## src/rtl/dut_multi_fifo_logic_if.sv

```systemverilog
// Addressed write/read method bus for dut_multi_fifo_logic.
// Carries the write method (write_address, write_data, write_en, write_rdy)
// and the read method (read_address, read_en, read_data, read_rdy).
// master: the caller driving methods; slave: the design serving them.
// DATA_W must match the DATA_W of the attached design.
interface dut_multi_fifo_logic_if #(
  parameter int unsigned DATA_W = 8
);
  logic [3:0]        write_address;
  logic [DATA_W-1:0] write_data;
  logic              write_en;
  logic              write_rdy;
  logic [3:0]        read_address;
  logic              read_en;
  logic [DATA_W-1:0] read_data;
  logic              read_rdy;

  modport master (
    output write_address, write_data, write_en, read_address, read_en,
    input  write_rdy, read_data, read_rdy
  );

  modport slave (
    input  write_address, write_data, write_en, read_address, read_en,
    output write_rdy, read_data, read_rdy
  );
endinterface

```

## src/rtl/dut_multi_fifo_logic.sv

```systemverilog
// N_IN input FIFOs merged word-by-word into one output FIFO by a combiner
// whose operation (OR/AND/XOR/ADD) is selected at runtime through a mode
// register. All access goes through an addressed write/read method bus.
// Ports:
//   CLK   - single clock, rising edge
//   RST_N - synchronous reset, active high (1 = reset)
//   bus   - dut_multi_fifo_logic_if.slave method bus; read_data is
//           combinational from read_address, write_rdy/read_rdy registered
// Optional feature: define MFL_STATS_EN to add a 16-bit saturating count of
// combiner fires, readable (and clear-on-read) at read address 0x5.
module dut_multi_fifo_logic #(
  parameter int unsigned DATA_W = 8,
  parameter int unsigned N_IN   = 2,
  parameter int unsigned DEPTH  = 4
) (
  input logic                   CLK,
  input logic                   RST_N,
  dut_multi_fifo_logic_if.slave bus
);
  localparam int unsigned PTR_W = (DEPTH > 1) ? $clog2(DEPTH) : 1;
  localparam int unsigned CNT_W = $clog2(DEPTH + 1);
  localparam logic [PTR_W-1:0] PTR_LAST = PTR_W'(DEPTH - 1);
  localparam logic [CNT_W-1:0] CNT_FULL = CNT_W'(DEPTH);

  // Pointer increment that wraps modulo DEPTH (DEPTH need not be a power of 2).
  function automatic logic [PTR_W-1:0] ptr_next(input logic [PTR_W-1:0] p);
    return (p == PTR_LAST) ? '0 : p + PTR_W'(1);
  endfunction

  // Register state
  logic [DATA_W-1:0] in_mem    [N_IN][DEPTH];
  logic [PTR_W-1:0]  in_rd_ptr [N_IN];
  logic [PTR_W-1:0]  in_wr_ptr [N_IN];
  logic [CNT_W-1:0]  in_cnt    [N_IN];
  logic [DATA_W-1:0] out_mem   [DEPTH];
  logic [PTR_W-1:0]  out_rd_ptr;
  logic [PTR_W-1:0]  out_wr_ptr;
  logic [CNT_W-1:0]  out_cnt;
  logic [1:0]        mode;
  logic              overflow;
  logic              underflow;
  logic              rdy;

  // Decoded method actions
  logic              wr_act;
  logic              rd_act;
  logic [N_IN-1:0]   in_push;
  logic [N_IN-1:0]   in_accept;
  logic              all_ready;
  logic              fire;
  logic              out_pop;
  logic              overflow_evt;
  logic              underflow_evt;
  logic              flag_clr;
  logic [DATA_W-1:0] combined;

  assign wr_act = bus.write_en & rdy;
  assign rd_act = bus.read_en & rdy;

  // Combiner fires only from start-of-cycle state: no bypass through a same-cycle pop.
  always_comb begin
    all_ready = 1'b1;
    for (int i = 0; i < N_IN; i++) begin
      if (in_cnt[i] == '0) all_ready = 1'b0;
    end
  end
  assign fire = all_ready & (out_cnt != CNT_FULL);

  // A push into a full input is still accepted when the combiner frees a slot this cycle.
  always_comb begin
    in_push   = '0;
    in_accept = '0;
    for (int i = 0; i < N_IN; i++) begin
      in_push[i]   = wr_act & (bus.write_address == 4'(4 + i));
      in_accept[i] = in_push[i] & ((in_cnt[i] != CNT_FULL) | fire);
    end
  end

  assign overflow_evt  = |(in_push & ~in_accept);
  assign out_pop       = rd_act & (bus.read_address == 4'h3) & (out_cnt != '0);
  assign underflow_evt = rd_act & (bus.read_address == 4'h3) & (out_cnt == '0);
  assign flag_clr      = rd_act & (bus.read_address == 4'h4);

  // Reduce all input heads with the selected operation.
  always_comb begin
    combined = in_mem[0][in_rd_ptr[0]];
    for (int i = 1; i < N_IN; i++) begin
      case (mode)
        2'd0:    combined = combined | in_mem[i][in_rd_ptr[i]];
        2'd1:    combined = combined & in_mem[i][in_rd_ptr[i]];
        2'd2:    combined = combined ^ in_mem[i][in_rd_ptr[i]];
        default: combined = combined + in_mem[i][in_rd_ptr[i]];
      endcase
    end
  end

  // Method ready: low through reset, high from the first edge out of reset.
  always_ff @(posedge CLK) begin
    if (RST_N) rdy <= 1'b0;
    else       rdy <= 1'b1;
  end

  assign bus.write_rdy = rdy;
  assign bus.read_rdy  = rdy;

  // Mode register and sticky error flags; a same-cycle event beats a clear.
  always_ff @(posedge CLK) begin
    if (RST_N) begin
      mode      <= 2'd0;
      overflow  <= 1'b0;
      underflow <= 1'b0;
    end else begin
      if (wr_act && bus.write_address == 4'h2) mode <= bus.write_data[1:0];
      overflow  <= (overflow  & ~flag_clr) | overflow_evt;
      underflow <= (underflow & ~flag_clr) | underflow_evt;
    end
  end

  // Input FIFO pointers and counts.
  always_ff @(posedge CLK) begin
    if (RST_N) begin
      for (int i = 0; i < N_IN; i++) begin
        in_rd_ptr[i] <= '0;
        in_wr_ptr[i] <= '0;
        in_cnt[i]    <= '0;
      end
    end else begin
      for (int i = 0; i < N_IN; i++) begin
        if (in_accept[i]) in_wr_ptr[i] <= ptr_next(in_wr_ptr[i]);
        if (fire)         in_rd_ptr[i] <= ptr_next(in_rd_ptr[i]);
        in_cnt[i] <= in_cnt[i] + CNT_W'(in_accept[i]) - CNT_W'(fire);
      end
    end
  end

  // Input FIFO storage.
  always_ff @(posedge CLK) begin
    for (int i = 0; i < N_IN; i++) begin
      if (in_accept[i]) in_mem[i][in_wr_ptr[i]] <= bus.write_data;
    end
  end

  // Output FIFO pointers and count.
  always_ff @(posedge CLK) begin
    if (RST_N) begin
      out_rd_ptr <= '0;
      out_wr_ptr <= '0;
      out_cnt    <= '0;
    end else begin
      if (fire)    out_wr_ptr <= ptr_next(out_wr_ptr);
      if (out_pop) out_rd_ptr <= ptr_next(out_rd_ptr);
      out_cnt <= out_cnt + CNT_W'(fire) - CNT_W'(out_pop);
    end
  end

  // Output FIFO storage.
  always_ff @(posedge CLK) begin
    if (fire) out_mem[out_wr_ptr] <= combined;
  end

`ifdef MFL_STATS_EN
  logic [15:0] fire_cnt;
  logic        stats_clr;

  assign stats_clr = rd_act & (bus.read_address == 4'h5);

  // Saturating fire counter; a fire in the clearing cycle leaves it at 1.
  always_ff @(posedge CLK) begin
    if (RST_N) begin
      fire_cnt <= 16'd0;
    end else if (stats_clr) begin
      fire_cnt <= 16'(fire);
    end else if (fire && fire_cnt != 16'hFFFF) begin
      fire_cnt <= fire_cnt + 16'd1;
    end
  end
`endif

  // Combinational read mux, zero-extended.
  always_comb begin
    bus.read_data = '0;
    case (bus.read_address)
      4'h0: bus.read_data = DATA_W'(out_cnt != '0);
      4'h1: bus.read_data = DATA_W'(out_cnt);
      4'h2: bus.read_data = DATA_W'(mode);
      4'h3: if (out_cnt != '0) bus.read_data = out_mem[out_rd_ptr];
      4'h4: bus.read_data = DATA_W'({underflow, overflow});
`ifdef MFL_STATS_EN
      4'h5: bus.read_data = DATA_W'(fire_cnt);
`endif
      default: bus.read_data = '0;
    endcase
    for (int i = 0; i < N_IN; i++) begin
      if (bus.read_address == 4'(8 + i)) bus.read_data = DATA_W'(in_cnt[i] != CNT_FULL);
    end
  end
endmodule

```

## src/flat_wrapper.sv

```systemverilog
// flat-port wrapper written by rule: the top's interface ports become plain ports
module dut_multi_fifo_logic_flat 
#(
  parameter int unsigned DATA_W = 8,
  parameter int unsigned N_IN   = 2,
  parameter int unsigned DEPTH  = 4
)
  (CLK, RST_N, bus_write_address, bus_write_data, bus_write_en, bus_read_address, bus_read_en, bus_write_rdy, bus_read_data, bus_read_rdy);
  dut_multi_fifo_logic_if #(.DATA_W(DATA_W)) bus_i ();
  input logic CLK;
  input logic RST_N;
  input wire logic [$bits(bus_i.write_address)-1:0] bus_write_address;
  input wire logic [$bits(bus_i.write_data)-1:0] bus_write_data;
  input wire logic [$bits(bus_i.write_en)-1:0] bus_write_en;
  input wire logic [$bits(bus_i.read_address)-1:0] bus_read_address;
  input wire logic [$bits(bus_i.read_en)-1:0] bus_read_en;
  output wire logic [$bits(bus_i.write_rdy)-1:0] bus_write_rdy;
  output wire logic [$bits(bus_i.read_data)-1:0] bus_read_data;
  output wire logic [$bits(bus_i.read_rdy)-1:0] bus_read_rdy;
  assign bus_i.write_address = bus_write_address;
  assign bus_i.write_data = bus_write_data;
  assign bus_i.write_en = bus_write_en;
  assign bus_i.read_address = bus_read_address;
  assign bus_i.read_en = bus_read_en;
  assign bus_write_rdy = bus_i.write_rdy;
  assign bus_read_data = bus_i.read_data;
  assign bus_read_rdy = bus_i.read_rdy;
  dut_multi_fifo_logic #(.DATA_W(DATA_W), .N_IN(N_IN), .DEPTH(DEPTH)) u_core (.CLK(CLK), .RST_N(RST_N), .bus(bus_i));
endmodule
```

## config.mk

```make
export PLATFORM = sky130hd
export DESIGN_NAME = dut_multi_fifo_logic_flat
export DESIGN_NICKNAME = d
export VERILOG_FILES = /design/src/rtl/dut_multi_fifo_logic_if.sv /design/src/rtl/dut_multi_fifo_logic.sv /design/src/flat_wrapper.sv
export SDC_FILE = /design/constraint.sdc
export NUM_CORES = 1
export LEC_CHECK = 0
export ABC_AREA = 0
export BUFFER_PORTS_ARGS = -buffer_cell sky130_fd_sc_hd__buf_2
export CAP_MARGIN = 25
export CELL_PAD_IN_SITES_DETAIL_PLACEMENT = 0
export CELL_PAD_IN_SITES_GLOBAL_PLACEMENT = 1
export CORE_ASPECT_RATIO = 1.5
export CORE_MARGIN = 8
export CORE_UTILIZATION = 30
export DETAILED_ROUTE_END_ITERATION = 8
export MAX_ROUTING_LAYER = met4
export PLACE_DENSITY_LB_ADDON = 0.08
export SYNTH_ARGS = -nofsm -noshare
export SYNTH_HDL_FRONTEND = slang
export SYNTH_SLANG_ARGS = --single-unit
```

## constraint.sdc

```tcl
create_clock -name CLK -period 8.8 [get_ports CLK]
set_input_delay 2.2 -clock CLK [delete_from_list [all_inputs] [get_ports CLK]]
set_output_delay 2.2 -clock CLK [all_outputs]
set_load 0.05 [all_outputs]
```

== After elaboration in Yosys (flattened, before gate mapping) ==
Memories as Yosys holds them, arrays and structs flattened. A register that Yosys moved wholly into a read port is not among the register bits.
Index checks and enable logic that the tools add are counted.

* Add/sub/neg operators: 13
* Order comparisons: 6
* Equal/unequal tests: 20
* Muxes and demuxes: 49
* Bitwise operators: 33
* Reductions and logical operators: 11

{| class="wikitable"
|+ Operator list
! cell !! count
|-
| two-way mux 32 bit || 4
|-
| two-way mux 8 bit || 9
|-
| case mux 8 bit (5 select lines) || 1
|-
| binary-select mux 8 bit (select 2 bit) || 2
|-
| demux 8 bit (select 2 bit) || 2
|-
| OR reduction 32 bit || 1
|-
| two-way mux 2 bit || 12
|-
| case mux 8 bit (3 select lines) || 1
|-
| two-way mux 1 bit || 16
|-
| == test 2 bit, second input constant || 7
|-
| bitwise AND 1 bit || 13
|-
| adder 2 x 1 -> 2 bit, second input constant || 6
|-
| == test 4 x 2 -> 1 bit, second input constant || 3
|-
| == test 4 x 3 -> 1 bit, second input constant || 3
|-
| greater-or-equal comparator 3 bit, second input constant || 4
|-
| NOT 2 -> 3 bit || 4
|-
| bitwise OR 1 bit || 10
|-
| adder 3 x 1 -> 3 bit || 3
|-
| logical NOT 3 bit || 3
|-
| != test 3 bit, second input constant || 3
|-
| subtractor 3 x 1 -> 3 bit || 3
|-
| adder 8 bit || 1
|-
| bitwise AND 8 bit || 1
|-
| == test 4 bit, second input constant || 2
|-
| 14 further kinds || 18
|}

* Flip-flop bits (word level): 12
* Bits in writable memories: 110
* Word-level logic and storage cells: 144
* Memories kept: 5

{| class="wikitable"
|+ Memories
! name !! words !! width !! read ports !! clocked after Yosys merged registers in !! write ports !! line !! RTL
|-
| u_core.in_mem || 2 || 32 || 2 || 0 || 1 || dut_multi_fifo_logic.sv:31 || <nowiki>logic [DATA_W-1:0] in_mem [N_IN][DEPTH];</nowiki>
|-
| u_core.out_mem || 4 || 8 || 1 || 1 || 1 || dut_multi_fifo_logic.sv:35 || <nowiki>logic [DATA_W-1:0] out_mem [DEPTH];</nowiki>
|-
| u_core.in_cnt || 2 || 3 || 2 || 0 || 2 || dut_multi_fifo_logic.sv:34 || <nowiki>logic [CNT_W-1:0] in_cnt [N_IN];</nowiki>
|-
| u_core.in_rd_ptr || 2 || 2 || 2 || 0 || 2 || dut_multi_fifo_logic.sv:32 || <nowiki>logic [PTR_W-1:0] in_rd_ptr [N_IN];</nowiki>
|-
| u_core.in_wr_ptr || 2 || 2 || 2 || 0 || 2 || dut_multi_fifo_logic.sv:33 || <nowiki>logic [PTR_W-1:0] in_wr_ptr [N_IN];</nowiki>
|}

== Depth between registers and ports, before layout ==
Gate-level depths: netlist of the first run.

* Depth in word-level cells: 10
* Gate-level depth with buffers: 12
* Depth with buffers taken out: 11

== Least setup slack after synthesis of the first run ==
Ideal clock, no wire load.

* Kind: input to output
* From: in bus_read_address[0]
* To: out bus_read_data[2]
* Arrival time: 3708 ps
* Slack: 2892 ps
* Cell stages on the path: 3
* Path buffers: 1
* Cell sequence: buf_2 > nor3b_2 > a21boi_0

* Cells in the longest elaborated chain, start to end: 4
* Elaborated cells between the ends (all ways): 10
* Classes of those cells: 6 x eq/ne; 3 x mux; 1 x reduce/logical

{| class="wikitable"
|+ RTL lines
! item !! line !! RTL
|-
| from (decl) || flat_wrapper.sv:15 || <nowiki>input wire logic [$bits(bus_i.read_address)-1:0] bus_read_address;</nowiki>
|-
| == test 4 x 3 -> 1 bit, or another cell as far along || dut_multi_fifo_logic.sv:182 || <nowiki>case (bus.read_address)</nowiki>
|-
| case mux 8 bit (5 select lines) || dut_multi_fifo_logic.sv:182 ||
|-
| two-way mux 8 bit || dut_multi_fifo_logic.sv:194 || <nowiki>if (bus.read_address == 4'(8 + i)) bus.read_data = DATA_W'(in_cnt[i] != CNT_FULL);</nowiki>
|-
| two-way mux 8 bit (*) || dut_multi_fifo_logic.sv:194 ||
|-
| to (decl) || flat_wrapper.sv:18 || <nowiki>output wire logic [$bits(bus_i.read_data)-1:0] bus_read_data;</nowiki>
|}

Mark *: on every way between the ends. The rest lies on a longest branch, timed or not.

== Final worst setup path of the first run ==
* From: in bus_read_address[3]
* To: out bus_read_data[1]

Same word-level chain as after synthesis.

==> run metrics, run 1 <==
total grt overflow=0; clk slew on worst S/H paths=approximately 0.06 ns; CP cell instances=buf_2, nor3b_2, nand3_1, o22ai_1, buf_2; die height=between 150 and 200 um; syn nets=around 480; Leak=0.00248 uW; Synth area leader=edfxtp_1; vias per cell=around 4.6; top_reg_cell synth=edfxtp_1; pwr/cell area=197 nW/um2; Post-synth EDFFs=104; WP buf/inv=2; Rel. slew slack=between 40% and 50%; core footprint=slightly below 20000 um2; first-iteration detailed-routing DRC count=~170; global-route wire length before repair=between 15 and 20 mm; Max stage delay on crit path=0.29 ns; Synth Cell Area=between 5000 and 6000 um2; CTS H-Tree Depth=4; DR WL/cell=16.1 um; fillers=~1900; ports placed on the boundary=30; fmax=0.180 GHz; GR Util All Layers=about 11%; antenna cell count=0; critical path startpoint category=input pin; kind of critical path=input pin to primary output; Slowest cell on crit path=buf_2; Post-CTS Setup Bufs=0; Hold Vio Cnt, Final=0; Final Skew=0.00597 ns; register bit total from synthesis=roughly 120; fin. max-slew vios=0; Vias=roughly 3300; largest net degree at the start of global routing=31; Initial Util=a little under a third; status=complete, no violations; routability cong.=approximately 0.75; IO buf count=29; largest cells by area after synthesis=edfxtp_1, mux4_2, ha_1, dfxtp_1, inv_1; most used cell, CP=buf_2; DPL Wire Length=~8.6 mm; Final Core Density=35.2%; share of cells above drive strength 1=a little over a fifth; Die Wd=approximately 130 um; clk sink count=about 120; crit-path max FO=7; CTS tree=done; Max-Cap Viols=0; # rows=63; Synth cell types=58; final worst-path cycle share=a little over three fifths; Mapped Avg Cell Area=14.3 um2; Residual DRC=0; nets=approximately 510; setup tns final=0 ns; final setup violation count=0; Synth Instances=416; router iterations before antenna repair=4; die area=~25000 um2; insertion delay to the later sink of the worst-skew pair=between 0.4 and 0.5 ns; Hold WC Path Type=register to register; critical path arrival=~3.4 ns; Inserted Clock Buffers=17; Root Driver=clkbuf_16; Worst Path Required=6.60 ns; Hold Buf Count CTS=0; async set-reset flop share out of synthesis=0%; minimum clock period after layout=between 5 and 6 ns; DRT antenna net count=0; Critical Path Sink Type=primary output; worst-margin pin slew=just under 0.8 ns; Post-Route WL=11.6 mm; Clock Tree Buf Depth=2; Synth top area share=approximately 53%; RSZ-0062 raised after global routing=no; post-CTS sizing=0; vias in the first global route=3519; YS warnings=0; sequential fraction of the synthesis area=between 50% and 60%; CP delay by family, top=simple AND/OR/NAND/NOR gates; Layout area overhead=16.0%; VDD IR max=slightly above 0.1 mV; initial antenna violation count=0
[synthesized netlist by cell type (3+ instances only)]
library cell / instances
o21ai_0: 9
a21oi_1: 15
mux2i_1: 5
dfxtp_1: 20
a22oi_1: 3
and2_1: 12
edfxtp_1: 104
ha_1: 36
inv_1: 41
nor2b_1: 13
or3_1: 4
clkbuf_1: 9
nand2_1: 17
fa_1: 4
nand3_1: 9
nor3b_1: 4
nor3_1: 4
nor2_1: 18
mux4_2: 27
a211oi_1: 3
xnor2_1: 4
buf_1: 3
buf_2: 5
[stage by stage]
| step | instance area [um2] | hold WS, ns | setup WS, ns | std cells | total power, uW |
|---|---|---|---|---|---|
| floorplan | 5950 | 0.437 | 2.89 | 416 | 688 |
| global placement | 6340 | 0.452 | 3.21 | 687 | 706 |
| detailed placement | 6340 | 0.451 | 3.19 | 687 | 707 |
| CTS | 6900 | 0.459 | 3.19 | 719 | 1380 |
| global route | 6900 | 0.478 | 3.08 | 719 | 1410 |
| finish | 6900 | 0.458 | 3.24 | 719 | 1360 |
[layer usage]
metal	wire [um]	global-route usage, %
met1	4690	11.7
met2	6230	18.2
met3	374	2.60
met4	290	5.50
met5	0	-
[state kept, by name, indices dropped and copies added (netlist names), named ones only]
signal and count:
u_core.in_wr_ptr 4, u_core.out_mem 32, u_core.out_rd_ptr 2, u_core.in_rd_ptr 4, u_core.underflow 1, u_core.in_cnt 6
u_core.bus.read_rdy 1, u_core.in_mem 64, u_core.out_cnt 3, u_core.overflow 1, u_core.mode 2, u_core.out_wr_ptr 2
[cells in the final DEF (no fill, tap or decap), types with 3 or more instances in the layout]
| master | Yosys | layout |
|---|---|---|
| a211oi_1 | 3 | 3 |
| mux4_2 | 27 | 27 |
| nor3b_1 | 4 | 4 |
| mux2i_1 | 5 | 5 |
| nand3_1 | 9 | 9 |
| nor2_1 | 18 | 18 |
| clkinv_4 | 1 | 5 |
| inv_6 | 0 | 5 |
| ha_1 | 36 | 36 |
| a21oi_1 | 15 | 15 |
| o21ai_0 | 9 | 9 |
| clkbuf_16 | 0 | 17 |
| and2_1 | 12 | 12 |
| nand2_1 | 17 | 17 |
| nor2b_1 | 13 | 13 |
| edfxtp_1 | 104 | 104 |
| nor3_1 | 4 | 4 |
| buf_2 | 5 | 29 |
| xnor2_1 | 4 | 4 |
| clkinvlp_4 | 0 | 3 |
| inv_1 | 41 | 41 |
| a22oi_1 | 3 | 3 |
| or3_1 | 4 | 4 |
| dfxtp_1 | 20 | 20 |
| fa_1 | 4 | 4 |
[worst paths after layout]
path | startpoint | endpoint | slack [ns] | cells past startpoint
worst max-delay path | bus_read_address[3] | bus_read_data[1] | 3.24 | 5
worst min-delay path | u_core.underflow | u_core.underflow | 0.46 | 2
worst max register to register | u_core.in_rd_ptr[0][0] | u_core.out_mem[0][7] | 5.43 | 8
worst min register to register | u_core.underflow | u_core.underflow | 0.46 | 2
[cell type report]
| type | instances | area (um2) | share of cell area, % |
|---|---|---|---|
| Clock inverter | 14 | 136 | 1.98 |
| Multi-Input combinational cell | 230 | 2170 | 31.4 |
| Timing Repair Buffer | 30 | 153 | 2.21 |
| Tap cell | 260 | 325 | 4.71 |
| Inverter | 43 | 166 | 2.41 |
| Clock buffer | 18 | 429 | 6.22 |
| Sequential cell | 124 | 3520 | 51.0 |
[power by group]
group | leakage (uW) | total, uW | switching, uW | internal, uW
registers | 0.00110 | 643 | 4.82 | 638
logic | 0.00110 | 50.8 | 30.4 | 20.4
clock network | 0.000268 | 666 | 273 | 393
[worst register-to-register path, delay by kind of cell (launching register included)]
kind | cells | cell delay (ns)
compound gates | 3 | 1.07
fa+ha+maj | 1 | 0.27
buf+inv | 1 | 0.12
mux | 2 | 0.73
flops | 1 | 0.74
simple gates | 1 | 0.18
[kinds of logic after synthesis]
kind of cell             count (synthesis)  synth area share [%]
multiplexers                            33                  11.3
adder cells (fa/ha/maj)                 40                  8.92
AND/OR/NAND/NOR                        101                  9.91
flip-flops                             124                  59.2
AO/OA/AOI/OAI                           50                  5.51
XOR/XNOR                                 6                 0.883
buffers and inverters                   62                  4.29
No activity file was read; power rests on OpenSTA's default activity.
==> run 2: changes to the inputs <==
==> constraint.sdc (replaced) <==
create_clock -name CLK -period 5.1 [get_ports CLK]
set_input_delay 1.275 -clock CLK [delete_from_list [all_inputs] [get_ports CLK]]
set_output_delay 1.275 -clock CLK [all_outputs]
set_load 0.05 [all_outputs]
==> run 2 against run 1 <==
Against the previous run: count of clock-buffer cells in the layout is 1 lower; global-route usage is 0.41 points lower; register-to-register slack worse by 3.6 ns; die area stayed put; routed wire length is 1.4% lower; sequential share of layout area hardly changed; combinational power is 72% higher; critical endpoint is now bus_read_data[0]; largest cell class unchanged.
==> run metrics, run 2 (same netlist as run 1, synthesis figures left out) <==
status=complete, no violations (unchanged); Inst Count DP=687 (unchanged); # rows=63 (unchanged); Rel. slew slack=45.8% (was 47.0%); DRT antenna net count=0 (unchanged); die area=24700 um2 (unchanged); IO buf count=29 (unchanged); antenna cell count=0 (unchanged); DR WL/cell=15.9 um (was 16.1 um); core footprint=19600 um2 (unchanged); routability cong.=0.766 (was 0.751); router iterations before antenna repair=4 (unchanged); nets=506 (unchanged); critical path startpoint category=input pin (unchanged); Post-CTS Setup Bufs=0 (unchanged); die height=188 um (unchanged); Root Driver=clkbuf_16 (unchanged); vias per cell=4.55 (about the same); clk sink count=124 (unchanged); vias in the first global route=3455 (was 3519); Hold Vio Cnt, Final=0 (unchanged); kind of critical path=input pin to primary output (unchanged); Vias=3270 (was 3272); Initial Util=30.3% (unchanged); minimum clock period after layout=roughly 3.7 ns; largest net degree at the start of global routing=31 (unchanged); share of cells above drive strength 1=21.6% (about the same); insertion delay to the later sink of the worst-skew pair=0.41 ns (was 0.42 ns); Inserted Clock Buffers=17 (unchanged); global-route wire length before repair=18.8 mm (was 19.4 mm); Hold Buf Count CTS=0 (unchanged); post-CTS sizing=0 (unchanged); clk slew on worst S/H paths=0.06 ns (about the same); worst-margin pin slew=0.811 ns (was 0.794 ns); setup tns final=0 ns (unchanged); Leak=0.00248 uW (about the same); Post-Route WL=11.4 mm (was 11.6 mm); crit-path max FO=6 (was 7); CTS H-Tree Depth=4 (unchanged); commonest non-fill, non-tap cells in the layout=edfxtp_1, inv_1, ha_1 (unchanged); total grt overflow=0 (unchanged); Hold WC Path Type=register to register (unchanged); max reg flops=64 (unchanged); Final Skew=0.00924 ns (was 0.00597 ns); Max-Cap Viols=0 (unchanged); critical path arrival=2.47 ns (was 3.36 ns); Clock Tree Buf Depth=2 (unchanged); initial antenna violation count=0 (unchanged); final setup violation count=0 (unchanged); Die Wd=131 um (unchanged); DPL Wire Length=8.57 mm (was 8.63 mm); pwr/cell area=339 nW/um2 (was 197 nW/um2); Residual DRC=0 (unchanged); Fin Hold WS=0.469 ns (was 0.458 ns); fmax=0.267 GHz; GR Util All Layers=10.5% (was 10.9%); Worst Path Required=3.83 ns (was 6.60 ns); ports placed on the boundary=30 (unchanged); final worst-path cycle share=roughly 73%; first-iteration detailed-routing DRC count=172 (was 168); CTS tree=done (unchanged); RSZ-0062 raised after global routing=no (unchanged); Layout area overhead=16.0% (about the same); Cell Count, Final, Fillers Out=718 (was 719); most common cell after layout, fill and taps aside=edfxtp_1 (unchanged); fin. max-slew vios=0 (unchanged); Critical Path Sink Type=primary output (unchanged); Power Total=2340 uW (was 1360 uW); VDD IR max=0.151 mV (was 0.103 mV)
==> run 2: cell types whose count changed in the layout (fill, tap and decap cells not counted) <==
| cell | previous run | this run |
|---|---|---|
| clkinvlp_4 | 3 | 1 |
| clkbuf_1 | 1 | 0 |
| clkinv_2 | 1 | 2 |
| inv_6 | 5 | 6 |
==> run 2: worst max-delay path, stage by stage <==
cell and delay [ns]:
buf_2 0.15, nor2b_1 0.24, a22oi_1 0.13, o31ai_1 0.25, a32o_1 0.17, buf_2 0.26
==> run 2: path summary, 6_finish.rpt <==
kind	from	end	slack (ns)	cells past startpoint
worst min register to register	u_core.underflow	u_core.underflow	0.47	2
worst max-delay path	bus_read_address[2]	bus_read_data[0]	1.35	6
worst min-delay path	u_core.underflow	u_core.underflow	0.47	2
worst max register to register	u_core.in_rd_ptr[0][0]	u_core.out_mem[2][7]	1.79	8
==> run 2: layout make-up <==
cell class,instances,area (um2)
multi-input combinational,230,2170
sequential,124,3520
fill,1893,12700
clock buffer,17,425
inverter,43,166
timing repair buffer,30,153
tap,260,325
clock inverter,14,135
==> run 2: power breakdown <==
part	internal (uW)	total, uW	leakage [uW]	switching [uW]
Sequential	1100	1110	0.00110	8.11
Clock	676	1140	0.000275	464
Combinational	35.1	87.4	0.00110	52.3
Total	1810	2340	0.00248	524
==> run 2: routing by layer <==
metal | GRT usage, % | wire, um | up-vias
li1 | - | - | 1608
met1 | 11.1 | 4630 | 1617
met2 | 17.9 | 6270 | 35
met3 | 3.14 | 357 | 10
met4 | 3.73 | 160 | 0
met5 | - | 0 | -
==> run 2: stage by stage <==
step           util (%)  area (um2)  worst slack [ns]
3_5_place_dp       32.3        6340              1.33
3_3_place_gp       32.3        6340              1.36
2_1_floorplan         -        5950              1.04
6_report           35.1        6900              1.35
4_1_cts            35.1        6900              1.33
5_1_grt            35.1        6900              1.27
==> run 3: changes to the inputs <==
==> constraint.sdc (replaced) <==
create_clock -name CLK -period 3.6 [get_ports CLK]
set_input_delay 0.9 -clock CLK [delete_from_list [all_inputs] [get_ports CLK]]
set_output_delay 0.9 -clock CLK [all_outputs]
set_load 0.05 [all_outputs]
==> run 3 against run 2 <==
Against the previous run: sequential share of layout area down 0.30 points; core utilization up 0.21 points; clock skew down 0.0020 ns; routed wire length up 0.19%; global-route usage up 0.21 points; combinational power up 46%; worst hold slack better by 0.0029 ns; die area unchanged; clock power up 42%.
==> run metrics, run 3 (same netlist as run 1, synthesis figures left out) <==
initial antenna violation count=0 (unchanged); Hold Path Depth=2 (unchanged); die area=24700 um2 (unchanged); antenna cell count=0 (unchanged); vias per cell=4.55 (about the same); post-CTS sizing=0 (unchanged); core footprint=19600 um2 (unchanged); minimum clock period after layout=approximately 3.0 ns; kind of critical path=register to register (was input pin to primary output); die height=188 um (unchanged); worst slack, placed=0.520 ns (was 1.33 ns); Hold Buf Count CTS=0 (unchanged); Rel. slew slack=59.3% (was 45.8%); RSZ-0062 raised after global routing=no (unchanged); fin. max-slew vios=0 (unchanged); # rows=63 (unchanged); Layout area overhead=16.7% (was 16.0%); insertion delay to the later sink of the worst-skew pair=0.42 ns (was 0.41 ns); Root Driver=clkbuf_16 (unchanged); CP delay by family, top=compound AO/OA/AOI/OAI gates (unchanged); Clock Tree Buf Depth=2 (unchanged); critical path depth=9 (was 6); DR WL/cell=15.8 um (was 15.9 um); launch point of the worst reg-to-reg path=u_core.in_rd_ptr[0][1] (was u_core.in_rd_ptr[0][0]); largest net degree at the start of global routing=31 (unchanged); CP cell instances=mux4_2, ha_1, inv_1, fa_1, nor2b_1, o21ai_1, a211oi_1, o221ai_1, a32oi_1 (was buf_2, nor2b_1, a22oi_1, o31ai_1, a32o_1, buf_2); final worst-path cycle share=a little over four fifths; vias in the first global route=3595 (was 3455); Post-CTS Setup Bufs=0 (unchanged); critical path arrival=3.21 ns (was 2.47 ns); Worst Path Required=3.79 ns (was 3.83 ns); VDD IR max=0.204 mV (was 0.151 mV); Slowest cell on crit path=edfxtp_1 (was buf_2); min-delay src=u_core.underflow (unchanged); IO buf count=29 (unchanged); Critical Path Sink Type=register (was primary output); Worst Hold Endpoint=u_core.underflow (unchanged); Worst R2R Path Depth=9 (was 8); Worst Setup Slack, final=0.576 ns (was 1.35 ns); Max stage delay on crit path=0.58 ns (was 0.26 ns); CTS tree=done (unchanged); Die Wd=131 um (unchanged); commonest non-fill, non-tap cells in the layout=edfxtp_1, inv_1, ha_1 (unchanged); Hold WC Path Type=register to register (unchanged); Hold Vio Cnt, Final=0 (unchanged); global-route wire length before repair=19.2 mm (was 18.8 mm); Leak=0.00250 uW (was 0.00248 uW); critical path startpoint category=register (was input pin); pwr/cell area=478 nW/um2 (was 339 nW/um2); nets=511 (was 506); status=complete, no violations (unchanged); CTS H-Tree Depth=4 (unchanged); Initial Util=30.3% (unchanged); Critical R2R Capture=u_core.out_mem[1][6] (was u_core.out_mem[2][7]); share of cells above drive strength 1=22.4% (was 21.6%); Post-Route WL=11.4 mm (about the same); Max-Cap Viols=0 (unchanged); GR Util All Layers=10.7% (was 10.5%); worst-margin pin slew=0.611 ns (was 0.811 ns); total grt overflow=0 (unchanged); crit-path max FO=9 (was 6); reg-to-reg slack, setup=0.58 ns (was 1.79 ns); Vias=3297 (was 3270); routability cong.=0.739 (was 0.766); WP buf/inv=1 (was 2); Final Skew=0.00721 ns (was 0.00924 ns); CP Launch Point=u_core.in_rd_ptr[0][1] (was bus_read_address[2]); max reg flops=64 (unchanged); Fin Hold WS=0.472 ns (was 0.469 ns); most common cell after layout, fill and taps aside=edfxtp_1 (unchanged); Inserted Clock Buffers=17 (unchanged); clk sink count=124 (unchanged); fillers=1890 (was 1893); fmax=around 0.33 GHz; setup tns final=0 ns (unchanged); ports placed on the boundary=30 (unchanged); clk slew on worst S/H paths=0.06 ns (about the same); DRT antenna net count=0 (unchanged); final setup violation count=0 (unchanged); router iterations before antenna repair=4 (unchanged); first-iteration detailed-routing DRC count=141 (was 172); Residual DRC=0 (unchanged); DPL Wire Length=8.61 mm (was 8.57 mm)
run 3: cell count changes in the layout (fill, tap and decap cells not counted), sizes merged:
cell,change
buf,+5
clkbuf,+1
clkinv,-3
clkinvlp,+3
run 3: area by class of cell:
cell class                 count  area (um2)  share of cell area (%)
sequential                   124        3520                    50.8
multi-input combinational    230        2170                    31.3
clock buffer                  18         429                    6.18
tap                          260         325                    4.69
timing repair buffer          35         190                    2.74
inverter                      43         166                    2.40
clock inverter                14         135                    1.95
run 3: worst max-delay path by stage:
stage / end / slack (ns)
after detailed placement: u_core.out_mem[2][7] / 0.52
final: u_core.out_mem[1][6] / 0.58
after CTS: u_core.out_mem[2][7] / 0.49
after global placement: u_core.out_mem[0][7] / 0.56
after global routing: u_core.out_mem[3][6] / 0.26
after floorplan: bus_read_data[2] / 0.29
run 3: worst register-to-register path, stage by stage (launching register included):
cell and delay, ns:
edfxtp_1 0.58, mux4_2 0.32, ha_1 0.21, inv_1 0.08, fa_1 0.42, nor2b_1 0.13, o21ai_1 0.11, a211oi_1 0.38
o221ai_1 0.20, a32oi_1 0.36
run 3: power breakdown:
group	internal, uW	switching [uW]
Sequential	1560	7.55
Combinational	50.8	77.4
Clock	960	663
run 3: per-stage QoR:
stage                     cell area, um2  instances  utilization (%)  power [uW]
after floorplan                     5950        416                -        1680
after CTS                           6940        724             35.4        3370
after detailed placement            6370        692             32.5        1730
after global routing                6940        724             35.4        3440
after global placement              6370        692             32.5        1730
final                               6940        724             35.4        3320
run 3: per-layer routing:
layer  share of wire, %  vias to the layer above  GRT usage (%)
met5                  0                        -              -
met4                1.9                        0           4.52
met3                3.7                       13           3.20
met2                 54                       46           17.8
met1                 41                     1620           11.5
li1                   -                     1618              -
